$ cat src/rtl/mem_readback_scanner.sv
// Read-back scanner: walks a registered-output RAM from address 0 to DEPTH_MEM-1 and streams
// each word with its address through a 4-entry FIFO while accumulating a running checksum.
module mem_readback_scanner #(
   parameter int unsigned WID_MEM   = 18,
   parameter int unsigned DEPTH_MEM = 4096,
   parameter int unsigned ADDR_W    = 12,
   parameter int unsigned CSUM_W    = 32
) (
   input  logic               i_clk,
   input  logic               i_reset,
   input  logic               i_start,
   output logic [ADDR_W-1:0]  o_raddr,
   input  logic [WID_MEM-1:0] i_rdata,
   output logic [WID_MEM-1:0] o_m_data,
   output logic [ADDR_W-1:0]  o_m_addr,
   output logic               o_m_valid,
   input  logic               i_m_ready,
   output logic               o_busy,
   output logic               o_done,
   output logic [CSUM_W-1:0]  o_checksum
);

   typedef enum logic [1:0] {StIdle, StScan, StDrain, StDone} state_e;

   localparam logic [ADDR_W-1:0] LastAddr = ADDR_W'(DEPTH_MEM - 1);

   state_e             r_state, w_state_next;
   logic [ADDR_W-1:0]  r_raddr, r_a2, w_raddr_inc;
   logic               r_v1, r_v2;
   logic [WID_MEM-1:0] r_fdata [4];
   logic [ADDR_W-1:0]  r_faddr [4];
   logic [1:0]         r_wptr, r_rptr;
   logic [2:0]         r_fill;
   logic [3:0]         w_occupancy;
   logic [CSUM_W-1:0]  r_csum;
   logic               w_start_ok, w_issue, w_push, w_pop;

   assign w_raddr_inc = r_raddr + ADDR_W'(1);
   // Stored words plus reads still inside the memory pipeline; bounding this at 4 means a
   // capture always finds a free FIFO slot.
   assign w_occupancy = 4'(r_fill) + 4'(r_v1) + 4'(r_v2);
   assign w_push      = r_v2;
   assign w_pop       = o_m_valid && i_m_ready;

   always_ff @(posedge i_clk) begin
      if (i_reset) begin
         r_state <= StIdle;
      end else begin
         r_state <= w_state_next;
      end
   end

   always_comb begin
      w_state_next = r_state;
      w_start_ok   = 1'b0;
      w_issue      = 1'b0;
      unique case (r_state)
         StIdle, StDone: begin
            if (i_start) begin
               w_start_ok   = 1'b1;
               w_state_next = StScan;
            end
         end
         StScan: begin
            if (r_raddr == LastAddr) begin
               w_state_next = StDrain;
            end else if (w_occupancy < 4'd4) begin
               w_issue = 1'b1;
               if (w_raddr_inc == LastAddr) begin
                  w_state_next = StDrain;
               end
            end
         end
         StDrain: begin
            if ((r_fill == 3'd0) && !r_v1 && !r_v2) begin
               w_state_next = StDone;
            end
         end
         default: w_state_next = StIdle;
      endcase
   end

   always_ff @(posedge i_clk) begin
      if (i_reset) begin
         r_raddr <= '0;
         r_v1    <= 1'b0;
         r_v2    <= 1'b0;
         r_a2    <= '0;
         r_wptr  <= '0;
         r_rptr  <= '0;
         r_fill  <= '0;
         r_csum  <= '0;
         for (int i = 0; i < 4; i++) begin
            r_fdata[i] <= '0;
            r_faddr[i] <= '0;
         end
      end else begin
         // r_v1 marks the address now on raddr; r_v2 marks the cycle its rdata is valid.
         if (w_start_ok) begin
            r_raddr <= '0;
            r_v1    <= 1'b1;
         end else if (w_issue) begin
            r_raddr <= w_raddr_inc;
            r_v1    <= 1'b1;
         end else begin
            r_v1 <= 1'b0;
         end
         r_v2 <= r_v1;
         r_a2 <= r_raddr;

         if (w_push) begin
            r_fdata[r_wptr] <= i_rdata;
            r_faddr[r_wptr] <= r_a2;
            r_wptr          <= r_wptr + 2'd1;
         end
         if (w_pop) begin
            r_rptr <= r_rptr + 2'd1;
         end
         if (w_push && !w_pop) begin
            r_fill <= r_fill + 3'd1;
         end else if (!w_push && w_pop) begin
            r_fill <= r_fill - 3'd1;
         end

         if (w_start_ok) begin
            r_csum <= '0;
         end else if (w_pop) begin
            r_csum <= r_csum + CSUM_W'(o_m_data);
         end
      end
   end

   assign o_raddr    = r_raddr;
   assign o_m_valid  = (r_fill != 3'd0);
   assign o_m_data   = r_fdata[r_rptr];
   assign o_m_addr   = r_faddr[r_rptr];
   assign o_busy     = (r_state == StScan) || (r_state == StDrain);
   assign o_done     = (r_state == StDone);
   assign o_checksum = r_csum;

endmodule

$ cat config.mk
export PLATFORM = sky130hd
export DESIGN_NAME = mem_readback_scanner
export DESIGN_NICKNAME = d
export VERILOG_FILES = /design/src/rtl/mem_readback_scanner.sv
export SDC_FILE = /design/constraint.sdc
export NUM_CORES = 1
export LEC_CHECK = 0
export CAP_MARGIN = 0
export CORE_MARGIN = 4
export CORE_UTILIZATION = 55
export DETAILED_ROUTE_END_ITERATION = 7
export MAX_ROUTING_LAYER = met4
export PLACE_DENSITY = 0.78
export SYNTH_ARGS = -nofsm -noshare
export SYNTH_HDL_FRONTEND = slang
export SYNTH_SLANG_ARGS = --single-unit
$ cat constraint.sdc
create_clock -name i_clk -period 5.02 [get_ports i_clk]
set_input_delay 0.753 -clock i_clk [delete_from_list [all_inputs] [get_ports i_clk]]
set_output_delay 0.753 -clock i_clk [all_outputs]
set_load 0.01 [all_outputs]
==> flow_summary.yaml, run 1 <==
finish:
  diodes: 0
  final_cell_area_um2: 10940
  fillers: 1115
  area_growth_pct: 19.71
  drive_above_1_share_pct: 10.26
  nets: 914
timing:
  max-slew-margin-rel_pct: 19.74
  finalSetupViolations: 0
  max_freq_ghz: 0.2723
  min_period_ps: 3673
  hold_viol_final: 0
  slew_violations: 0
  fin_setup_tns_ps: 0
  finalClockSkew_ps: 10.47
  hold_slack_ps: 472.7
  fin_crit_sh_pct: 73.16
  worst_slew_pin_slew_ps: 1203
  rsz0062_at_grt: "no"
  fin_ws_ps: 1347
cts:
  path_clk_slew_ps: 70
  cts_root_buf: "clkbuf_16"
  clock_latency_ps: 430
  cts_setup_buffers: 0
  cts_buffer_depth: 2
  cts_resized: 0
  ctsHoldBuffers: 0
  htree_levels: 4
  tritoncts: "yes"
  cts_made_buffers: 17
  cts_sinks: 189
route:
  via_count: 6496
  first_pass_iters: 5
  ant_nets: 0
  initialDrtViolationCount: 515
  route.detailed.drc: 0
  vias_per_cell: 5.943
  drt-total-wl_um: 21900
  wl_per_cell_um: 20.04
synth:
  synth_nets: 825
  synth_top_area_cell: "edfxtp_1"
  async_flop_share_pct: 0
  synthesis.area_um2: 9141
  synth.area.top_cells: "edfxtp_1 39%, dfxtp_1 15%, and2_1 8.3%"
  synth_cells: 775
  synth-edff-count: 120
  synth.most_common_cell: "and2_1"
  avgSynthCellArea_um2: 11.80
  yosys_warnings: 0
  synth.distinct_cells: 65
  synthTopCellsByCount: "121 x and2_1, 120 x edfxtp_1, 69 x dfxtp_1, 54 x nand2_1, 48 x nor2_1"
  synth_seq_area_share_pct: 54.53
  synth-seq-cells: 189
  netlist.area_leader.share_pct: 39.42
  synth_ff_type: "edfxtp_1"
pwr:
  p_leak_nw: 4.047
  powerDensity_nw_per_um2: 435.8
  power_mw: 4.768
  vdd_ir_drop_max_mv: 0.3356
setup_path:
  cp-end-kind: "flip-flop"
  max_stage_delay_ps: 690
  cp_max_fo: 16
  crit_type: "reg -> reg"
  cp_data_required_time_ps: 5340
  cpMaxStageDelayCell: "dfxtp_2"
  startpoint_type: "flip-flop"
  crit_chain: "buf_4 > mux4_2 > ha_1 > a21oi_1 > nand2_1 > a211oi_2 > nor3_1 > or3_1 > a32o_1"
  worstPathArrival_ps: 3990
  rrSetupSlack_ps: 1350
global_route:
  grt_pass1_wl_um: 34250
  grt_usage_pct: 24.56
  antenna_found_initial: 1
  grt-ovfl-total: 0
  grt_pass1_vias: 6654
  grt_max_degree: 35
floorplan:
  die_x_um: 136.9
  die_y_um: 136.9
  io_pins: 99
  die-area_um2: 18750
  row_count: 46
  core_um2: 16060
  initial_core_util_pct: 56.93
place:
  dp_slack_ps: 1342
  io_buffers: 98
  placed_area_um2: 10340
  routabilityCongestion: 0.9315
  place.detailed.hpwl_um: 14790
worst_hold_path:
  hold_class: "reg -> reg"
outcome:
  outcome: "finished, final reports clean"
run:
  maxCapViolations: 0
[where the power goes]
part / switching (mW) / leakage [nW] / total [mW] / internal [mW]
sequential: 0.134 / 1.80 / 1.92 / 1.78
clock: 0.590 / 0.296 / 1.37 / 0.776
combinational: 0.797 / 1.95 / 1.48 / 0.688
[per-layer routing]
metal / track usage, % / routed length (µm)
met1: 28.72 / 8755
met2: 42.56 / 11520
met3: 4.191 / 1108
met4: 9.202 / 518
met5: - / 0
[state kept, by name, summed over array words and instances, names as in the netlist, named ones only]
signal / flops
o_checksum: 32
o_raddr: 12
r_a2: 12
r_faddr: 48
r_fdata: 72
r_fill: 3
r_rptr: 2
r_state: 2
r_v1: 1
r_v2: 1
r_wptr: 2
[worst max-delay path: cells and delay by family (launching register included)]
family / cells / cell delay (ps)
simple gates: 3 / 540
compound gates: 3 / 1030
mux: 1 / 550
fa+ha+maj: 1 / 410
buf+inv: 1 / 320
flops: 1 / 690
[metrics by stage]
stage,utilization (%),std cells
2_1_floorplan,-,775
3_3_place_gp,64.40,1061
3_5_place_dp,64.40,1061
4_1_cts,68.15,1093
5_1_grt,68.15,1093
6_report,68.15,1093
[cell usage in the layout, fill, tap and decap left out, types with 24 or more instances in the layout]
master,n
and2_1,121
o21ai_0,25
nor2_1,48
clkdlybuf4s50_1,98
edfxtp_1,120
mux4_2,30
dfxtp_1,68
nand2_1,54
nand3_1,24
ha_1,26
a21oi_1,31
[kinds of logic after synthesis]
family | Yosys count | share of synthesized area (%)
simple gates | 325 | 19.34
buf+inv | 47 | 2.080
compound gates | 113 | 8.308
fa+ha+maj | 28 | 3.997
mux | 45 | 9.061
xor+xnor | 28 | 2.683
flops | 189 | 54.53
[final timing paths]
kind	from	to	cells past startpoint
min	o_checksum[31]$_SDFFE_PP0P_	o_checksum[31]$_SDFFE_PP0P_	2
max reg2reg	flip-flop	o_checksum[14]$_SDFFE_PP0P_	9
min reg2reg	o_checksum[31]$_SDFFE_PP0P_	o_checksum[31]$_SDFFE_PP0P_	2
max	flip-flop	o_checksum[14]$_SDFFE_PP0P_	9
[area by class of cell]
cell class | instances | area [µm²] | area share (%)
clock buffers | 22 | 506.7 | 4.631
clock inverters | 10 | 95.09 | 0.8690
inverters | 9 | 33.78 | 0.3087
multi-input cells | 539 | 3995 | 36.51
flip-flops and latches | 189 | 4986 | 45.56
well taps | 216 | 270.3 | 2.470
repair buffers | 108 | 1056 | 9.650
Power figures use the tool's default switching activity.
==> inputs of run 2 (changes only) <==
--- a/config.mk
+++ b/config.mk
@@ -7,10 +7,10 @@
 export LEC_CHECK = 0
 export CAP_MARGIN = 0
 export CORE_MARGIN = 4
-export CORE_UTILIZATION = 55
+export CORE_UTILIZATION = 51
 export DETAILED_ROUTE_END_ITERATION = 7
 export MAX_ROUTING_LAYER = met4
-export PLACE_DENSITY = 0.78
+export PLACE_DENSITY = 0.76
 export SYNTH_ARGS = -nofsm -noshare
 export SYNTH_HDL_FRONTEND = slang
 export SYNTH_SLANG_ARGS = --single-unit
==> constraint.sdc (replaced) <==
create_clock -name i_clk -period 3.2 [get_ports i_clk]
set_input_delay 0.48 -clock i_clk [delete_from_list [all_inputs] [get_ports i_clk]]
set_output_delay 0.48 -clock i_clk [all_outputs]
set_load 0.01 [all_outputs]
==> run 2 against run 1 <==
Effect of this change:
- global-route usage decreased by 2.8 points
- sequential share of layout area decreased by 0.80 points
- total power increased by 57%
- critical path type unchanged
- critical endpoint is now o_checksum[23]$_SDFFE_PP0P_
- largest power group unchanged
- highest routed layer unchanged
==> flow_summary.yaml, run 2 (synthesis gave the netlist of run 1 again) <==
outcome:
  outcome: "finished, final reports clean"
route:
  route.detailed.drc: 0
  ant_nets: 0
  initialDrtViolationCount: 398
  vias_per_cell: 5.617
  wl_per_cell_um: 18.21
  via_count: 6325
  first_pass_iters: 5
  drt-total-wl_um: 20510
floorplan:
  die-area_um2: 20130
  core_um2: 17420
  io_pins: 99
  die_x_um: 141.9
  row_count: 48
  initial_core_util_pct: 52.49
  die_y_um: 141.9
run:
  maxCapViolations: 0
pwr:
  powerDensity_nw_per_um2: 673.3
  vdd_ir_drop_max_mv: 0.4394
  power_mw: 7.499
  p_leak_nw: 4.154
timing:
  finalSetupViolations: 0
  finalClockSkew_ps: 9.043
  hold_slack_ps: 472.2
  max-slew-margin-rel_pct: 41.40
  slew_violations: 0
  hold_viol_final: 0
  worst_slew_pin_slew_ps: 879.0
  min_period_ps: 3000
  rsz0062_at_grt: "no"
  fin_crit_sh_pct: 93.74
  fin_setup_tns_ps: 0
  max_freq_ghz: 0.3334
cts:
  cts_made_buffers: 17
  path_clk_slew_ps: 70
  cts_sinks: 189
  cts_root_buf: "clkbuf_16"
  htree_levels: 4
  clock_latency_ps: 430
  tritoncts: "yes"
  cts_buffer_depth: 2
place:
  place.detailed.hpwl_um: 14150
  io_buffers: 98
  dp_cells: 1094
  routabilityCongestion: 0.9466
finish:
  fillers: 1362
  final_common_cell: "and2_1"
  area_growth_pct: 21.85
  drive_above_1_share_pct: 12.65
  fin_util_pct: 63.95
  final_cell_mix: "121 x and2_1, 120 x edfxtp_1, 98 x clkdlybuf4s50_1, 68 x dfxtp_1, 54 x nand2_1"
  nets: 938
  largest_reg_flops: 72
  top_register: "r_fdata"
  diodes: 0
  stdcell_count: 1126
setup_path:
  worstPathArrival_ps: 3350
  rrSetupSlack_ps: 200
  cp_data_required_time_ps: 3550
  cp-end-kind: "flip-flop"
  r2r-end: "o_checksum[23]$_SDFFE_PP0P_"
  cp_max_fo: 13
  ff2ff_path_depth: 9
  crit_type: "reg -> reg"
  startpoint_type: "flip-flop"
worst_hold_path:
  whs_endpoint: "o_checksum[31]$_SDFFE_PP0P_"
  hold_start: "o_checksum[31]$_SDFFE_PP0P_"
  whs_path_depth: 2
  hold_class: "reg -> reg"
global_route:
  antenna_found_initial: 0
  grt_max_degree: 34
  grt_usage_pct: 21.72
  grt-ovfl-total: 0
  grt_pass1_vias: 6159
  grt_pass1_wl_um: 32750
[run 2: how the worst max path moves through the flow]
| stage | to | slack, ps | depth (start not counted) |
|---|---|---|---|
| after floorplan | o_checksum[14]$_SDFFE_PP0P_ | 80 | 10 |
| after CTS | o_checksum[24]$_SDFFE_PP0P_ | 200 | 9 |
| after detailed placement | o_checksum[29]$_SDFFE_PP0P_ | 210 | 10 |
| after global placement | o_checksum[24]$_SDFFE_PP0P_ | 240 | 9 |
| after global routing | o_checksum[29]$_SDFFE_PP0P_ | 10 | 10 |
| final | o_checksum[23]$_SDFFE_PP0P_ | 200 | 9 |
[run 2: area by class of cell]
type | count | area [µm²] | share of cell area, %
clock buffer | 19 | 432.9 | 3.887
clock inverter | 13 | 138.9 | 1.247
inverter | 9 | 33.78 | 0.3033
multi-input combinational | 539 | 3991 | 35.83
sequential | 189 | 4986 | 44.77
tap | 225 | 281.5 | 2.528
timing repair buffer | 132 | 1274 | 11.44
[run 2: what timing repair did]
item,4_1_cts,5_1_grt
hold buffers,0,0
hold endpoints to repair,0,0
buffers inserted,0,0
gates resized for setup,0,2
endpoints found under the setup margin,0,3
[run 2: where the power goes]
part / internal [mW] / leakage [nW] / switching [mW]
Combinational: 1.19 / 2.08 / 1.30
Sequential: 2.80 / 1.80 / 0.154
Clock: 1.15 / 0.269 / 0.901
[run 2: worst max-delay path: stages, from the launching register on]
cell and delay, ps:
dfxtp_2 400, buf_12 190, mux4_2 560, ha_1 390
a21o_1 160, a31oi_1 110, o21ai_0 350, nand2_1 270
a2111o_1 420, o21ai_0 80
[run 2: stage by stage]
stage / setup slack [ps] / cell area [µm²]
finish: 200.2 / 11140
global route: 14.01 / 11140
CTS: 205.0 / 11140
detailed placement: 209.1 / 10560
global placement: 240.6 / 10560
floorplan: 75.79 / 9144
[run 2: metal layers]
metal  GRT usage [%]  part of all wire, %  vias to the layer above
met5               -                    0                        -
met4           5.303                  1.2                        0
met3           4.719                  5.7                       23
met2           36.79                   52                      196
met1           26.75                   41                     3050
li1                -                    -                     3056
